[src/rtl/morse_seq_packer_pkg.sv]
// rtl/morse_seq_packer_pkg.sv - shared symbol codes, encodings and assembly FSM states
package morse_pkg;

  // Codes arriving on Signals from the signal classifier
  localparam logic [2:0] SIG_DOT    = 3'b000;
  localparam logic [2:0] SIG_DASH   = 3'b001;
  localparam logic [2:0] SIG_SPACE  = 3'b010;
  localparam logic [2:0] SIG_ENDSEQ = 3'b011;

  // Two-bit slots inside a packed code word
  localparam logic [1:0] SYM_DOT  = 2'b00;
  localparam logic [1:0] SYM_DASH = 2'b01;
  localparam logic [1:0] SYM_PAD  = 2'b11;

  typedef enum logic [1:0] {
    ST_EMPTY,
    ST_COLLECT,
    ST_SATURATED
  } asm_state_e;

endpackage

[src/rtl/morse_seq_packer_if.sv]
// rtl/morse_seq_packer_if.sv - symbol input and code-word output bundle (MORSE_SYM_COUNT_EN adds SymCount)
interface morse_seq_packer_if #(
  parameter int MAX_SYMBOLS = 5
);
  localparam int SEQ_W = 2 * MAX_SYMBOLS;

  logic [2:0]       Signals;
  logic             SignalValid;
  logic             Clear;
  logic [SEQ_W-1:0] EncSeq;
  logic             Space_EndSeqbar;
  logic             Overflow;
  logic             OutValid;
  logic             OutReady;
  logic             Dropped;
`ifdef MORSE_SYM_COUNT_EN
  localparam int CNT_W = $clog2(MAX_SYMBOLS + 1);
  logic [CNT_W-1:0] SymCount;

  modport master (
    output Signals, SignalValid, Clear, OutReady,
    input  EncSeq, Space_EndSeqbar, Overflow, OutValid, Dropped, SymCount
  );
  modport slave (
    input  Signals, SignalValid, Clear, OutReady,
    output EncSeq, Space_EndSeqbar, Overflow, OutValid, Dropped, SymCount
  );
`else
  modport master (
    output Signals, SignalValid, Clear, OutReady,
    input  EncSeq, Space_EndSeqbar, Overflow, OutValid, Dropped
  );
  modport slave (
    input  Signals, SignalValid, Clear, OutReady,
    output EncSeq, Space_EndSeqbar, Overflow, OutValid, Dropped
  );
`endif
endinterface

[src/rtl/morse_seq_packer_fifo.sv]
// rtl/morse_seq_packer_fifo.sv - generic synchronous FIFO, push accepted when full if a pop happens too
module morse_seq_fifo #(
  parameter int WIDTH = 8,
  parameter int DEPTH = 4
) (
  input  logic             clk,
  input  logic             reset,
  input  logic             push,
  input  logic [WIDTH-1:0] push_data,
  input  logic             pop,
  output logic [WIDTH-1:0] pop_data,
  output logic             full,
  output logic             empty
);
  localparam int PTR_W = (DEPTH > 1) ? $clog2(DEPTH) : 1;
  localparam int CNT_W = $clog2(DEPTH + 1);

  logic [WIDTH-1:0] mem [DEPTH];
  logic [PTR_W-1:0] wr_ptr;
  logic [PTR_W-1:0] rd_ptr;
  logic [CNT_W-1:0] count;
  logic             do_push;
  logic             do_pop;

  assign empty    = (count == '0);
  assign full     = (count == CNT_W'(DEPTH));
  assign do_pop   = pop && !empty;
  assign do_push  = push && (!full || do_pop);
  assign pop_data = mem[rd_ptr];

  // Pointers wrap naturally because DEPTH is a power of two
  always_ff @(posedge clk) begin
    if (reset) begin
      wr_ptr <= '0;
      rd_ptr <= '0;
      count  <= '0;
    end else begin
      if (do_push) wr_ptr <= wr_ptr + PTR_W'(1);
      if (do_pop)  rd_ptr <= rd_ptr + PTR_W'(1);
      case ({do_push, do_pop})
        2'b10:   count <= count + CNT_W'(1);
        2'b01:   count <= count - CNT_W'(1);
        default: count <= count;
      endcase
    end
  end

  // Storage needs no reset; contents are only observed when not empty
  always_ff @(posedge clk) begin
    if (do_push) mem[wr_ptr] <= push_data;
  end

endmodule

[src/rtl/morse_seq_packer.sv]
// rtl/morse_seq_packer.sv - packs dot/dash symbols into code words and queues them (MORSE_SYM_COUNT_EN adds SymCount)
module morse_seq_packer
  import morse_pkg::*;
#(
  parameter int MAX_SYMBOLS = 5,
  parameter int FIFO_DEPTH  = 4
) (
  input logic                Clk,
  input logic                Reset,
  morse_seq_packer_if.slave  bus
);
  localparam int SEQ_W = 2 * MAX_SYMBOLS;
  localparam int CNT_W = $clog2(MAX_SYMBOLS + 1);
`ifdef MORSE_SYM_COUNT_EN
  localparam int DW = SEQ_W + 2 + CNT_W;
`else
  localparam int DW = SEQ_W + 2;
`endif

  asm_state_e       state_q, state_d;
  logic [CNT_W-1:0] idx_q, idx_d;
  logic [SEQ_W-1:0] buf_q, buf_d;
  logic             ovf_q, ovf_d;
  logic             dropped_q;

  logic             sym_ev;
  logic             term_ev;
  logic [1:0]       sym_code;
  logic             push;
  logic [DW-1:0]    push_data;
  logic [DW-1:0]    head;
  logic             fifo_full;
  logic             fifo_empty;

  assign sym_ev   = bus.SignalValid && (bus.Signals == SIG_DOT || bus.Signals == SIG_DASH);
  assign term_ev  = bus.SignalValid && (bus.Signals == SIG_SPACE || bus.Signals == SIG_ENDSEQ);
  assign sym_code = (bus.Signals == SIG_DASH) ? SYM_DASH : SYM_DOT;

  // Word as it stood before the terminator; terminator flag is 1 for Space
`ifdef MORSE_SYM_COUNT_EN
  assign push_data = {buf_q, bus.Signals == SIG_SPACE, ovf_q, idx_q};
`else
  assign push_data = {buf_q, bus.Signals == SIG_SPACE, ovf_q};
`endif

  // Assembly state register
  always_ff @(posedge Clk) begin
    if (Reset) begin
      state_q   <= ST_EMPTY;
      idx_q     <= '0;
      buf_q     <= '1;
      ovf_q     <= 1'b0;
      dropped_q <= 1'b0;
    end else begin
      state_q   <= state_d;
      idx_q     <= idx_d;
      buf_q     <= buf_d;
      ovf_q     <= ovf_d;
      dropped_q <= push && fifo_full && !bus.OutReady;
    end
  end

  // Next-state: Clear beats any input event; a terminator always restarts assembly
  always_comb begin
    state_d = state_q;
    idx_d   = idx_q;
    buf_d   = buf_q;
    ovf_d   = ovf_q;
    push    = 1'b0;
    if (bus.Clear) begin
      state_d = ST_EMPTY;
      idx_d   = '0;
      buf_d   = '1;
      ovf_d   = 1'b0;
    end else if (sym_ev) begin
      if (state_q == ST_SATURATED) begin
        ovf_d = 1'b1;
      end else begin
        for (int k = 0; k < MAX_SYMBOLS; k++) begin
          if (idx_q == CNT_W'(k)) buf_d[SEQ_W-1-2*k -: 2] = sym_code;
        end
        idx_d   = idx_q + CNT_W'(1);
        state_d = (idx_q == CNT_W'(MAX_SYMBOLS - 1)) ? ST_SATURATED : ST_COLLECT;
      end
    end else if (term_ev) begin
      push    = 1'b1;
      state_d = ST_EMPTY;
      idx_d   = '0;
      buf_d   = {MAX_SYMBOLS{SYM_PAD}};
      ovf_d   = 1'b0;
    end
  end

  morse_seq_fifo #(
    .WIDTH (DW),
    .DEPTH (FIFO_DEPTH)
  ) u_fifo (
    .clk       (Clk),
    .reset     (Reset),
    .push      (push),
    .push_data (push_data),
    .pop       (bus.OutReady),
    .pop_data  (head),
    .full      (fifo_full),
    .empty     (fifo_empty)
  );

  // Head outputs read idle values whenever nothing is queued
  always_comb begin
    bus.OutValid        = !fifo_empty;
    bus.EncSeq          = fifo_empty ? '1 : head[DW-1 -: SEQ_W];
    bus.Space_EndSeqbar = !fifo_empty && head[DW-1-SEQ_W];
    bus.Overflow        = !fifo_empty && head[DW-2-SEQ_W];
    bus.Dropped         = dropped_q;
`ifdef MORSE_SYM_COUNT_EN
    bus.SymCount        = fifo_empty ? '0 : head[CNT_W-1:0];
`endif
  end

endmodule

[src/flat_wrapper.sv]
// flat-port wrapper written by rule: the top's interface ports become plain ports
module morse_seq_packer_flat import morse_pkg::*;
#(
  parameter int MAX_SYMBOLS = 5,
  parameter int FIFO_DEPTH  = 4
)
  (Clk, Reset, bus_Signals, bus_SignalValid, bus_Clear, bus_OutReady, bus_EncSeq, bus_Space_EndSeqbar, bus_Overflow, bus_OutValid, bus_Dropped);
  morse_seq_packer_if #(.MAX_SYMBOLS(MAX_SYMBOLS)) bus_i ();
  input logic Clk;
  input logic Reset;
  input wire logic [$bits(bus_i.Signals)-1:0] bus_Signals;
  input wire logic [$bits(bus_i.SignalValid)-1:0] bus_SignalValid;
  input wire logic [$bits(bus_i.Clear)-1:0] bus_Clear;
  input wire logic [$bits(bus_i.OutReady)-1:0] bus_OutReady;
  output wire logic [$bits(bus_i.EncSeq)-1:0] bus_EncSeq;
  output wire logic [$bits(bus_i.Space_EndSeqbar)-1:0] bus_Space_EndSeqbar;
  output wire logic [$bits(bus_i.Overflow)-1:0] bus_Overflow;
  output wire logic [$bits(bus_i.OutValid)-1:0] bus_OutValid;
  output wire logic [$bits(bus_i.Dropped)-1:0] bus_Dropped;
  assign bus_i.Signals = bus_Signals;
  assign bus_i.SignalValid = bus_SignalValid;
  assign bus_i.Clear = bus_Clear;
  assign bus_i.OutReady = bus_OutReady;
  assign bus_EncSeq = bus_i.EncSeq;
  assign bus_Space_EndSeqbar = bus_i.Space_EndSeqbar;
  assign bus_Overflow = bus_i.Overflow;
  assign bus_OutValid = bus_i.OutValid;
  assign bus_Dropped = bus_i.Dropped;
  morse_seq_packer #(.MAX_SYMBOLS(MAX_SYMBOLS), .FIFO_DEPTH(FIFO_DEPTH)) u_core (.Clk(Clk), .Reset(Reset), .bus(bus_i));
endmodule
[config.mk]
export PLATFORM = sky130hd
export DESIGN_NAME = morse_seq_packer_flat
export DESIGN_NICKNAME = d
export VERILOG_FILES = /design/src/rtl/morse_seq_packer_pkg.sv /design/src/rtl/morse_seq_packer_if.sv /design/src/rtl/morse_seq_packer_fifo.sv /design/src/rtl/morse_seq_packer.sv /design/src/flat_wrapper.sv
export SDC_FILE = /design/constraint.sdc
export NUM_CORES = 1
export LEC_CHECK = 0
export ABC_AREA = 1
export BUFFER_PORTS_ARGS = -buffer_cell sky130_fd_sc_hd__buf_2
export CORE_MARGIN = 2
export CORE_UTILIZATION = 50
export CTS_CLUSTER_SIZE = 24
export DETAILED_ROUTE_END_ITERATION = 16
export PLACE_DENSITY = 0.77
export RECOVER_POWER = 50
export SLEW_MARGIN = 20
export SYNTH_ARGS = -nofsm -noshare
export SYNTH_HDL_FRONTEND = slang
export SYNTH_SLANG_ARGS = --single-unit
[constraint.sdc]
create_clock -name Clk -period 1.95 [get_ports Clk]
set_clock_uncertainty 0.2 [all_clocks]
set_input_delay 0.0975 -clock Clk [delete_from_list [all_inputs] [get_ports Clk]]
set_output_delay 0.0975 -clock Clk [all_outputs]
set_load 0.02 [all_outputs]
==> run_results.csv, run 1 <==
group,metric,value,unit
power,sw_frac_of_total,0.309,
synth,compound_gate_fraction_of_synth_area,0.0936,
synth,synth_adder_area_share,0.0432,
synth,synthesized_area,0.00307,mm2
sta,hold_viol,0,
power,p_per_area,989,mW/mm2
power,cellLeakagePower,1.35,nW
global_routing,grt_pass1_wl,8.99,mm
floorplanning,io_pins,22,
synth,ys.flop_type,"edfxtp_1",
synth,yosysSeqAreaShare,0.638,
synth,yosys.area_share.xor_xnor,0,
critical_path,endpoint,"bus_EncSeq[6]",
critical_path,regToRegStartpoint,"u_core.u_fifo.count[1]$_SDFFE_PP0P_",
sta,worst-slew-pin-transition,0.412,ns
critical_path,r2r_cells,10,
synth,synth_top_family_by_area,"simple AND/OR/NAND/NOR gates",
synth,synth_top_area_share,0.469,
drt,routed_via_density,5.10,
floorplanning,die_height,82.4,um
clock_tree,clock_tree.buffer_depth,2,
sta,period_needed,1.82,ns
clock_tree,htree_num_levels,3,
floorplanning,die_width,82.4,um
synth,yosys.cell_types.count,26,
clock_tree,tritoncts,"done",
synth,muxShareOfSynthArea,0,
critical_path,crit_required,1.65,ns
critical_path,cp_data_arrival_time,1.52,ns
finish,drive_above_1_share,0.153,
synth,ys_async_sr_fraction,0,
global_routing,via_count_of_the_first_global_routing_pass,2039,
critical_path,cp_slowest_cell,"dfxtp_4",
sta,rsz_0062_raised_after_global_routing,"false",
synth,synth_nets,317,
synth,edff_count_synth,48,
placement,detailed_place_hpwl,3.78,mm
clock_tree,clk-insertion-delay-late,0.34,ns
floorplanning,die-area,0.00679,mm2
synth,synth.top_cells.by_count,"nor2_1, edfxtp_1, nand2_1",
critical_path,critPathMaxFanout,12,
synth,synthCells,299,
global_routing,grt_start_max_net_pins,14,
outcome,outcome,"completed",
floorplanning,core_area,0.00592,mm2
drt,postRouteWirelength,5.47,mm
sta,slew_headroom,0.723,
critical_path,timing.critical_path.to_type,"primary output",
critical_path,worstSetupPathDepth,5,
drt,dr.pass1.iters,4,
synth,synth.avg_cell_area,10.3,um2
power,clk_network_pwr_share,0.279,
finish,finish.utilization,0.600,
critical_path,r2r_slack,0.13,ns
synth,synthMostInstantiatedCell,"nor2_1",
drt,detail_route.drc_violations,0,
drt,route.vias.total,2151,
synth,yosys.area_share.simple,0.171,
finish,area_growth_syn_to_layout,15.6,%
clock_tree,numCtsBuffers,9,
critical_path,delay_of_the_slowest_cell_on_the_worst_path,0.37,ns
clock_tree,total_clock_sinks,74,
critical_path,worst-path-buf-inv,3,
finish,diodes_inserted,0,
flow_run,max_cap_violations,0,
finish,n_fill_cell,504,
critical_path,cpLargestDelayFamily,"buffers and inverters",
power,sequentialPowerShare,0.497,
critical_path,crit-reg2reg-capture,"u_core.u_fifo.count[2]$_SDFFE_PP0P_",
critical_path,worst-setup-path-type,"flop to primary output",
floorplanning,rows,28,
finish,multiInputGateArea,941,um2
placement,port-buffer-count,21,
drt,detailedRoute.firstIterationViolations,118,
power,switchingPower,1.09,mW
global_routing,grt_antenna_before_repair,0,
power,proportion_of_power_drawn_by_combinational_gates,0.223,
global_routing,track_usage,0.182,
finish,register_area,0.00197,mm2
clock_tree,cts.root.buffer_cell,"clkbuf_8",
floorplanning,initial_core_util,0.519,
synth,synth_top_cells_by_area,"edfxtp_1, dfxtp_1, nor2_1",
synth,synthesis.yosys.warnings,0,
synth,yosysTopAreaCell,"edfxtp_1",
sta,final.setup.tns,0,ns
power,cell_internal_pwr,2.43,mW
worst_hold_path,min_path_type,"flop to flop",
finish,layout.nets,360,
sta,max_clock_freq,550,MHz
placement,gp_weighted_congestion,0.842,
clock_tree,path_clk_slew,0.07,ns
synth,yosys_reg_bits,74,
global_routing,grt-ovfl-total,0,
sta,timing_max_transition_violations_final,0,
critical_path,crit_path_start_kind,"flop",
sta,finalSetupViolCount,0,
critical_path,critical_path.cell_chain,"inv_1 > buf_6 > nor2_1 > o311ai_0 > buf_2",
drt,route.antenna.remaining_nets,0,
power,power.ir.vdd_worst,0.000503,V
drt,detail_route.wl_per_cell,13.0,um
sta,final_min_period_over_clock_period,0.933,
layout by cell type, fill, tap and decap left out:
cell type / instances
or2_1: 1
o211ai_1: 2
clkinv_2: 3
o21ai_1: 2
a21oi_2: 1
nor2_1: 62
dlygate4sd3_1: 8
dfxtp_2: 1
ha_1: 9
buf_2: 20
nand2_1: 42
nor2_4: 1
nor3_1: 2
inv_1: 31
nand3b_1: 1
dfxtp_4: 1
edfxtp_1: 48
o311ai_1: 6
buf_4: 10
clkinv_1: 1
nor2_2: 3
dfxtp_1: 24
clkinvlp_4: 2
nand4_1: 1
nand3_1: 12
o21ai_0: 21
nand2_2: 1
clkbuf_8: 9
o311ai_0: 4
clkbuf_1: 3
fa_1: 1
buf_6: 1
a21oi_1: 13
power groups by stage:
stage	Clock, mW	Combinational [mW]	Sequential (mW)
6_report	0.982	0.785	1.75
5_1_grt	1.07	0.881	1.75
4_1_cts	1.00	0.772	1.75
3_5_place_dp	0	0.757	1.78
3_3_place_gp	0	0.734	1.78
2_1_floorplan	0	0.518	1.76
metrics by stage:
| step | total power, mW | area [um2] | hold slack [ns] | setup slack (ns) | cells |
|---|---|---|---|---|---|
| 6_report | 3.51 | 3550 | 0.262 | 0.130 | 422 |
| 5_1_grt | 3.70 | 3550 | 0.297 | 0.00721 | 422 |
| 4_1_cts | 3.52 | 3550 | 0.264 | 0.0660 | 421 |
| 3_5_place_dp | 2.54 | 3310 | 0.201 | 0.164 | 397 |
| 3_3_place_gp | 2.51 | 3310 | 0.201 | 0.243 | 397 |
| 2_1_floorplan | 2.28 | 3070 | 0.0443 | 0.0830 | 299 |
routing by layer:
layer  vias to the layer above  GRT usage  wire length [um]
li1                       1094          -                 -
met4                         0     0.0733                76
met3                         7     0.0467               223
met2                        41      0.315              2700
met1                      1009      0.214              2470
met5                         -          0                 0
cell families after synthesis:
| family | after synthesis |
|---|---|
| buffers and inverters | 40 |
| and+or+nand+nor | 126 |
| adders and majority gates | 10 |
| AOI/OAI and AO/OA | 49 |
| DFF | 74 |
registers in the layout (all words and copies together) (netlist names), named ones only:
| register | flops |
|---|---|
| u_core.buf_q | 10 |
| u_core.bus.Dropped | 1 |
| u_core.idx_q | 3 |
| u_core.ovf_q | 1 |
| u_core.state_q | 2 |
| u_core.u_fifo.count | 3 |
| u_core.u_fifo.mem | 48 |
| u_core.u_fifo.rd_ptr | 2 |
| u_core.u_fifo.wr_ptr | 2 |
how the worst min path moves through the flow:
stage | start | endpoint | slack (ns) | cells past startpoint
after floorplan | Reset | u_core.buf_q[4]$_SDFFE_PP1P_ | 0.04 | 2
after global placement | Reset | u_core.buf_q[8]$_SDFFE_PP1P_ | 0.20 | 3
after detailed placement | Reset | u_core.buf_q[8]$_SDFFE_PP1P_ | 0.20 | 3
after CTS | u_core.state_q[0]$_SDFFE_PP0P_ | u_core.state_q[0]$_SDFFE_PP0P_ | 0.26 | 2
after global routing | u_core.u_fifo.rd_ptr[0]$_SDFFE_PP0P_ | flop | 0.30 | 1
final | u_core.state_q[0]$_SDFFE_PP0P_ | u_core.state_q[0]$_SDFFE_PP0P_ | 0.26 | 2
final cells by class:
type,count,share of cell area
repair buffers,41,0.0771
inverters,31,0.0327
flip-flops and latches,74,0.554
clock buffers,10,0.0359
multi-input cells,185,0.265
well taps,75,0.0264
clock inverters,6,0.00951
tightest hold or removal path: cells and delay by family (launching register included):
kind | cells | cell delay (ns)
buf+inv | 1 | 0.06
flops | 1 | 0.30
compound gates | 1 | 0.06
repair_timing:
item | 4_1_cts | 5_1_grt
setup buffers | 0 | 1
setup endpoints to repair | 9 | 10
hold buffers | 8 | 0
hold endpoints to repair | 27 | 0
resized for setup | 2 | 8
gates cloned | 0 | 0
Note: power is estimated with default switching activity, not from simulation.
==> run 2, diff against run 1 <==
ABC_AREA = 0   (was 1)
==> run_results.csv, run 2 <==
group,metric,value,unit
outcome,outcome,"finished, violations left",
outcome,violations_in_the_final_reports,"setup timing",
drt,detail_route.drc_violations,0,
sta,rsz_0062_raised_after_global_routing,"true",
sta,final_min_period_over_clock_period,1.03,
global_routing,via_count_of_the_first_global_routing_pass,1752,
power,cellLeakagePower,1.25,nW
critical_path,cp_slowest_cell,"mux4_2",
global_routing,grt_pass1_wl,8.60,mm
synth,synth_top_cells_by_area,"edfxtp_1, dfxtp_1, mux4_2",
synth,yosysTopAreaCell,"edfxtp_1",
sta,worst-slew-pin-transition,0.517,ns
critical_path,crit_path_start_kind,"flop",
sta,period_needed,2.02,ns
drt,detail_route.wl_per_cell,15.5,um
finish,layout.nets,278,
placement,detailed_place_hpwl,3.56,mm
finish,final_design_area_no_fill,0.00376,mm2
finish,drive_above_1_share,0.294,
critical_path,cpLargestDelayFamily,"multiplexers",
clock_tree,cts.root.buffer_cell,"clkbuf_8",
sta,layout_setup_ws,-0.0672,ns
drt,routed_via_density,5.24,
drt,wirelength_met1,2.41,mm
global_routing,grt_antenna_before_repair,0,
drt,detailedRoute.firstIterationViolations,82,
floorplanning,rows,28,
synth,edff_count_synth,48,
finish,diodes_inserted,0,
synth,synthesized_area,0.00310,mm2
synth,yosysSeqAreaShare,0.633,
flow_run,max_cap_violations,0,
synth,synthMostInstantiatedCell,"edfxtp_1",
drt,postRouteWirelength,5.29,mm
finish,biggestRegsByFlops,"u_core.u_fifo.mem (48), u_core.buf_q (10)",
floorplanning,core_area,0.00596,mm2
finish,n_fill_cell,447,
sta,slew_headroom,0.654,
critical_path,delay_of_the_slowest_cell_on_the_worst_path,0.49,ns
synth,synth_top_area_share,0.465,
finish,finish.utilization,0.632,
clock_tree,clock_tree.buffer_depth,2,
critical_path,worst-path-buf-inv,2,
synth,ys.flop_type,"edfxtp_1",
drt,route.met3.wl,204,um
placement,gp_weighted_congestion,0.784,
critical_path,worst-setup-path-type,"flop to primary output",
finish,area_growth_syn_to_layout,21.3,%
synth,synth.avg_cell_area,14.6,um2
drt,maxUsedRoutingLayer,"met4",
drt,route.antenna.remaining_nets,0,
synth,synth_nets,231,
drt,dr_wl_met2,2.60,mm
synth,synthCells,213,
critical_path,crit_required,1.65,ns
synth,yosys_reg_bits,74,
finish,largest_register_ffs,48,
clock_tree,tritoncts,"done",
floorplanning,die-area,0.00685,mm2
critical_path,timing.critical_path.to_type,"primary output",
worst_hold_path,min_path_type,"input port to flop",
finish,top_register,"u_core.u_fifo.mem",
sta,max_clock_freq,496,MHz
placement,postPlaceCellArea,0.00340,mm2
clock_tree,path_clk_slew,0.08,ns
finish,layout.cells.most_common,"edfxtp_1",
clock_tree,clk-insertion-delay-late,0.34,ns
critical_path,critPathMaxFanout,5,
drt,route.vias.total,1781,
power,power.ir.vdd_worst,0.000387,V
clock_tree,htree_num_levels,3,
critical_path,critical_path.most_common_cell,"buf_6",
clock_tree,total_clock_sinks,74,
global_routing,grt-ovfl-total,0,
critical_path,critical_path.cell_chain,"buf_6 > mux4_2 > or2_4 > buf_6",
finish,layout_common_cells,"edfxtp_1, dfxtp_1, nor2_1, buf_6, mux4_2",
sta,timing_max_transition_violations_final,0,
clock_tree,numCtsBuffers,9,
global_routing,track_usage,0.176,
critical_path,cp_data_arrival_time,1.72,ns
floorplanning,initial_core_util,0.521,
synth,synthesis.yosys.warnings,0,
placement,port-buffer-count,21,
drt,dr.pass1.iters,4,
floorplanning,io_pins,22,
synth,synth.top_cells.by_count,"edfxtp_1, dfxtp_1, nor2_1",
synth,ys_async_sr_fraction,0,
sta,finalSetupViolCount,34,
sta,hold_viol,0,
synth,yosys.cell_types.count,44,
floorplanning,die_width,82.7,um
global_routing,grt_start_max_net_pins,15,
power,p_per_area,944,mW/mm2
floorplanning,die_height,82.7,um
run 2: timing repair:
action                                 in CTS  in global routing
gates resized for setup                    35                  6
endpoints found under the hold margin      25                  0
hold buffers                                6                  0
pin swaps                                   5                  4
buffers inserted                            0                  3
setup endpoints to repair                  13                 13
run 2: cells by family after synthesis:
logic type / Yosys count / synth area share
xor+xnor: 3 / 0.00848
compound gates: 28 / 0.0666
mux: 15 / 0.104
fa+ha+maj: 10 / 0.0428
simple gates: 66 / 0.121
flops: 74 / 0.633
buf+inv: 17 / 0.0246
run 2: routing by layer:
metal / global-route usage / vias to the layer above
li1: - / 884
met1: 0.229 / 845
met2: 0.290 / 44
met3: 0.0293 / 8
met4: 0.0836 / 0
met5: 0 / -
run 2: final timing paths:
path | from | endpoint | slack, ns | cells past startpoint
setup / recovery | flop | bus_EncSeq[9] | -0.07 | 4
hold reg to reg | u_core.state_q[0]$_SDFFE_PP0P_ | u_core.state_q[0]$_SDFFE_PP0P_ | 0.28 | 2
setup reg to reg | u_core.u_fifo.count[2]$_SDFFE_PP0P_ | u_core.u_fifo.count[2]$_SDFFE_PP0P_ | 0.05 | 7
hold / removal | bus_Signals[1] | u_core.buf_q[1]$_SDFFE_PP1P_ | 0.05 | 4
run 2: where the power goes:
part	switching (mW)	leakage, nW	internal, mW
registers	0.0296	0.605	1.69
logic	0.261	0.537	0.271
clock network	0.567	0.106	0.731
run 2: area by class of cell:
cell class / count / area (um2) / area share
Multi-Input combinational cell: 122 / 1040 / 0.277
Clock inverter: 7 / 101 / 0.0269
Inverter: 9 / 33.8 / 0.00898
Sequential cell: 74 / 1970 / 0.524
Clock buffer: 9 / 124 / 0.0329
Tap cell: 75 / 93.8 / 0.0250
Timing Repair Buffer: 44 / 393 / 0.104
run 2: metrics by stage:
stage	hold WS (ns)	power, mW	worst slack (ns)	TNS, ns	cells
2_1_floorplan	0.0733	2.06	0.00509	0	213
3_3_place_gp	0.216	2.21	0.0832	0	315
3_5_place_dp	0.223	2.22	0.0112	0	315
4_1_cts	0.0280	3.59	-0.0958	-0.735	337
5_1_grt	0.0849	3.70	-0.139	-3.64	340
6_report	0.0464	3.55	-0.0672	-0.832	340
run 2: tightest hold or removal path, stage by stage:
cell	delay, ns
buf_2	0.11
buf_4	0.17
nand2_1	0.10
nand3_1	0.07
==> run 3, diff against run 2 <==
RECOVER_POWER = not set   (was 50)
==> run_results.csv, run 3 (synthesis gave the netlist of run 2 again) <==
group,metric,value,unit
drt,detail_route.drc_violations,0,
floorplanning,die_height,82.7,um
drt,postRouteWirelength,5.28,mm
placement,placedCellCount,315,
sta,period_needed,2.02,ns
sta,worst-slew-pin-transition,0.339,ns
finish,top_register,"u_core.u_fifo.mem",
drt,route.antenna.remaining_nets,0,
power,sw_frac_of_total,0.242,
global_routing,grt_start_max_net_pins,15,
global_routing,track_usage,0.176,
clock_tree,tritoncts,"done",
global_routing,grt-ovfl-total,0,
power,power.ir.vdd_worst,0.000387,V
floorplanning,rows,28,
flow_run,max_cap_violations,0,
clock_tree,total_clock_sinks,74,
finish,diodes_inserted,0,
finish,layout.nets,278,
global_routing,grt_pass1_wl,8.60,mm
placement,gp_weighted_congestion,0.784,
finish,final_design_area_no_fill,0.00380,mm2
finish,drive_above_1_share,0.332,
clock_tree,cts.root.buffer_cell,"clkbuf_8",
finish,finish.utilization,0.638,
floorplanning,die-area,0.00685,mm2
finish,n_fill_cell,438,
drt,dr.pass1.iters,4,
critical_path,critPathMaxFanout,5,
clock_tree,clk-insertion-delay-late,0.34,ns
floorplanning,core_area,0.00596,mm2
sta,finalHoldWorstSlack,0.0460,ns
clock_tree,path_clk_slew,0.08,ns
power,clk_network_pwr_share,0.364,
sta,rsz_0062_raised_after_global_routing,"true",
clock_tree,htree_num_levels,3,
floorplanning,initial_core_util,0.521,
critical_path,cp_data_arrival_time,1.72,ns
power,switchingPower,0.865,mW
sta,finalSetupViolCount,9,
clock_tree,numCtsBuffers,9,
drt,detailedRoute.firstIterationViolations,85,
power,proportion_of_power_drawn_by_combinational_gates,0.155,
critical_path,crit_path_start_kind,"flop",
power,sequentialPowerShare,0.482,
global_routing,grt_antenna_before_repair,0,
floorplanning,die_width,82.7,um
critical_path,crit_required,1.65,ns
sta,final_min_period_over_clock_period,1.04,
clock_tree,clock_tree.buffer_depth,2,
sta,max_clock_freq,495,MHz
power,p_per_area,940,mW/mm2
sta,hold_viol,0,
sta,layout_setup_ws,-0.0712,ns
finish,area_growth_syn_to_layout,22.5,%
sta,slew_headroom,0.772,
placement,postPlaceCellArea,0.00340,mm2
placement,port-buffer-count,21,
power,cellLeakagePower,1.28,nW
drt,detail_route.wl_per_cell,15.5,um
power,power,3.57,mW
finish,biggestRegsByFlops,"u_core.u_fifo.mem (48), u_core.buf_q (10)",
placement,pre_cts_slack,0.0112,ns
drt,route.vias.total,1769,
placement,detailed_place_hpwl,3.56,mm
global_routing,via_count_of_the_first_global_routing_pass,1752,
critical_path,worst-setup-path-type,"flop to primary output",
sta,timing_max_transition_violations_final,0,
finish,largest_register_ffs,48,
finish,layout_common_cells,"edfxtp_1, dfxtp_1, nor2_1, buf_6",
sta,final.setup.tns,-0.515,ns
outcome,violations_in_the_final_reports,"setup timing",
power,cell_internal_pwr,2.71,mW
outcome,outcome,"finished, violations left",
finish,post_layout_nonfiller_instances,340,
finish,register_area,0.00197,mm2
finish,multiInputGateArea,0.00107,mm2
worst_hold_path,min_path_type,"input port to flop",
floorplanning,io_pins,22,
drt,routed_via_density,5.20,
finish,layout.cells.most_common,"edfxtp_1",
critical_path,timing.critical_path.to_type,"primary output",
run 3: final timing paths:
check,slack (ns),startpoint,depth (start not counted),end
setup reg to reg,0.09,u_core.u_fifo.count[0]$_SDFFE_PP0P_,7,u_core.u_fifo.count[2]$_SDFFE_PP0P_
hold reg to reg,0.28,u_core.state_q[0]$_SDFFE_PP0P_,2,u_core.state_q[0]$_SDFFE_PP0P_
setup / recovery,-0.07,flop,4,bus_EncSeq[9]
hold / removal,0.05,bus_Signals[1],4,u_core.buf_q[1]$_SDFFE_PP1P_
run 3: final cells by class:
class,count,share of cell area
well taps,75,0.0247
clock inverters,7,0.0267
clock buffers,9,0.0326
inverters,9,0.00889
repair buffers,44,0.107
multi-input cells,122,0.281
flip-flops and latches,74,0.519
run 3: routing by layer:
layer  GRT usage  routed length [um]
met3      0.0293                 226
met1       0.229                2380
met4      0.0836                  74
met5           0                   0
met2       0.290                2600
run 3: critical path, cell delays in order (launching register included):
cell	delay, ns
dfxtp_4	0.38
buf_6	0.14
mux4_2	0.49
or2_4	0.26
buf_6	0.13
run 3: repair_timing:
action	CTS	global route
setup buffers	0	3
setup endpoints to repair	13	13
pin swaps	5	4
hold endpoints to repair	25	0
hold buffers	6	0
gates resized for setup	35	6
run 3: power by group through the flow:
stage	Clock [mW]	Sequential, mW	Combinational, mW
floorplan	0	1.75	0.316
global placement	0	1.75	0.456
detailed placement	0	1.75	0.464
CTS	1.32	1.72	0.540
global route	1.39	1.73	0.608
finish	1.30	1.72	0.552
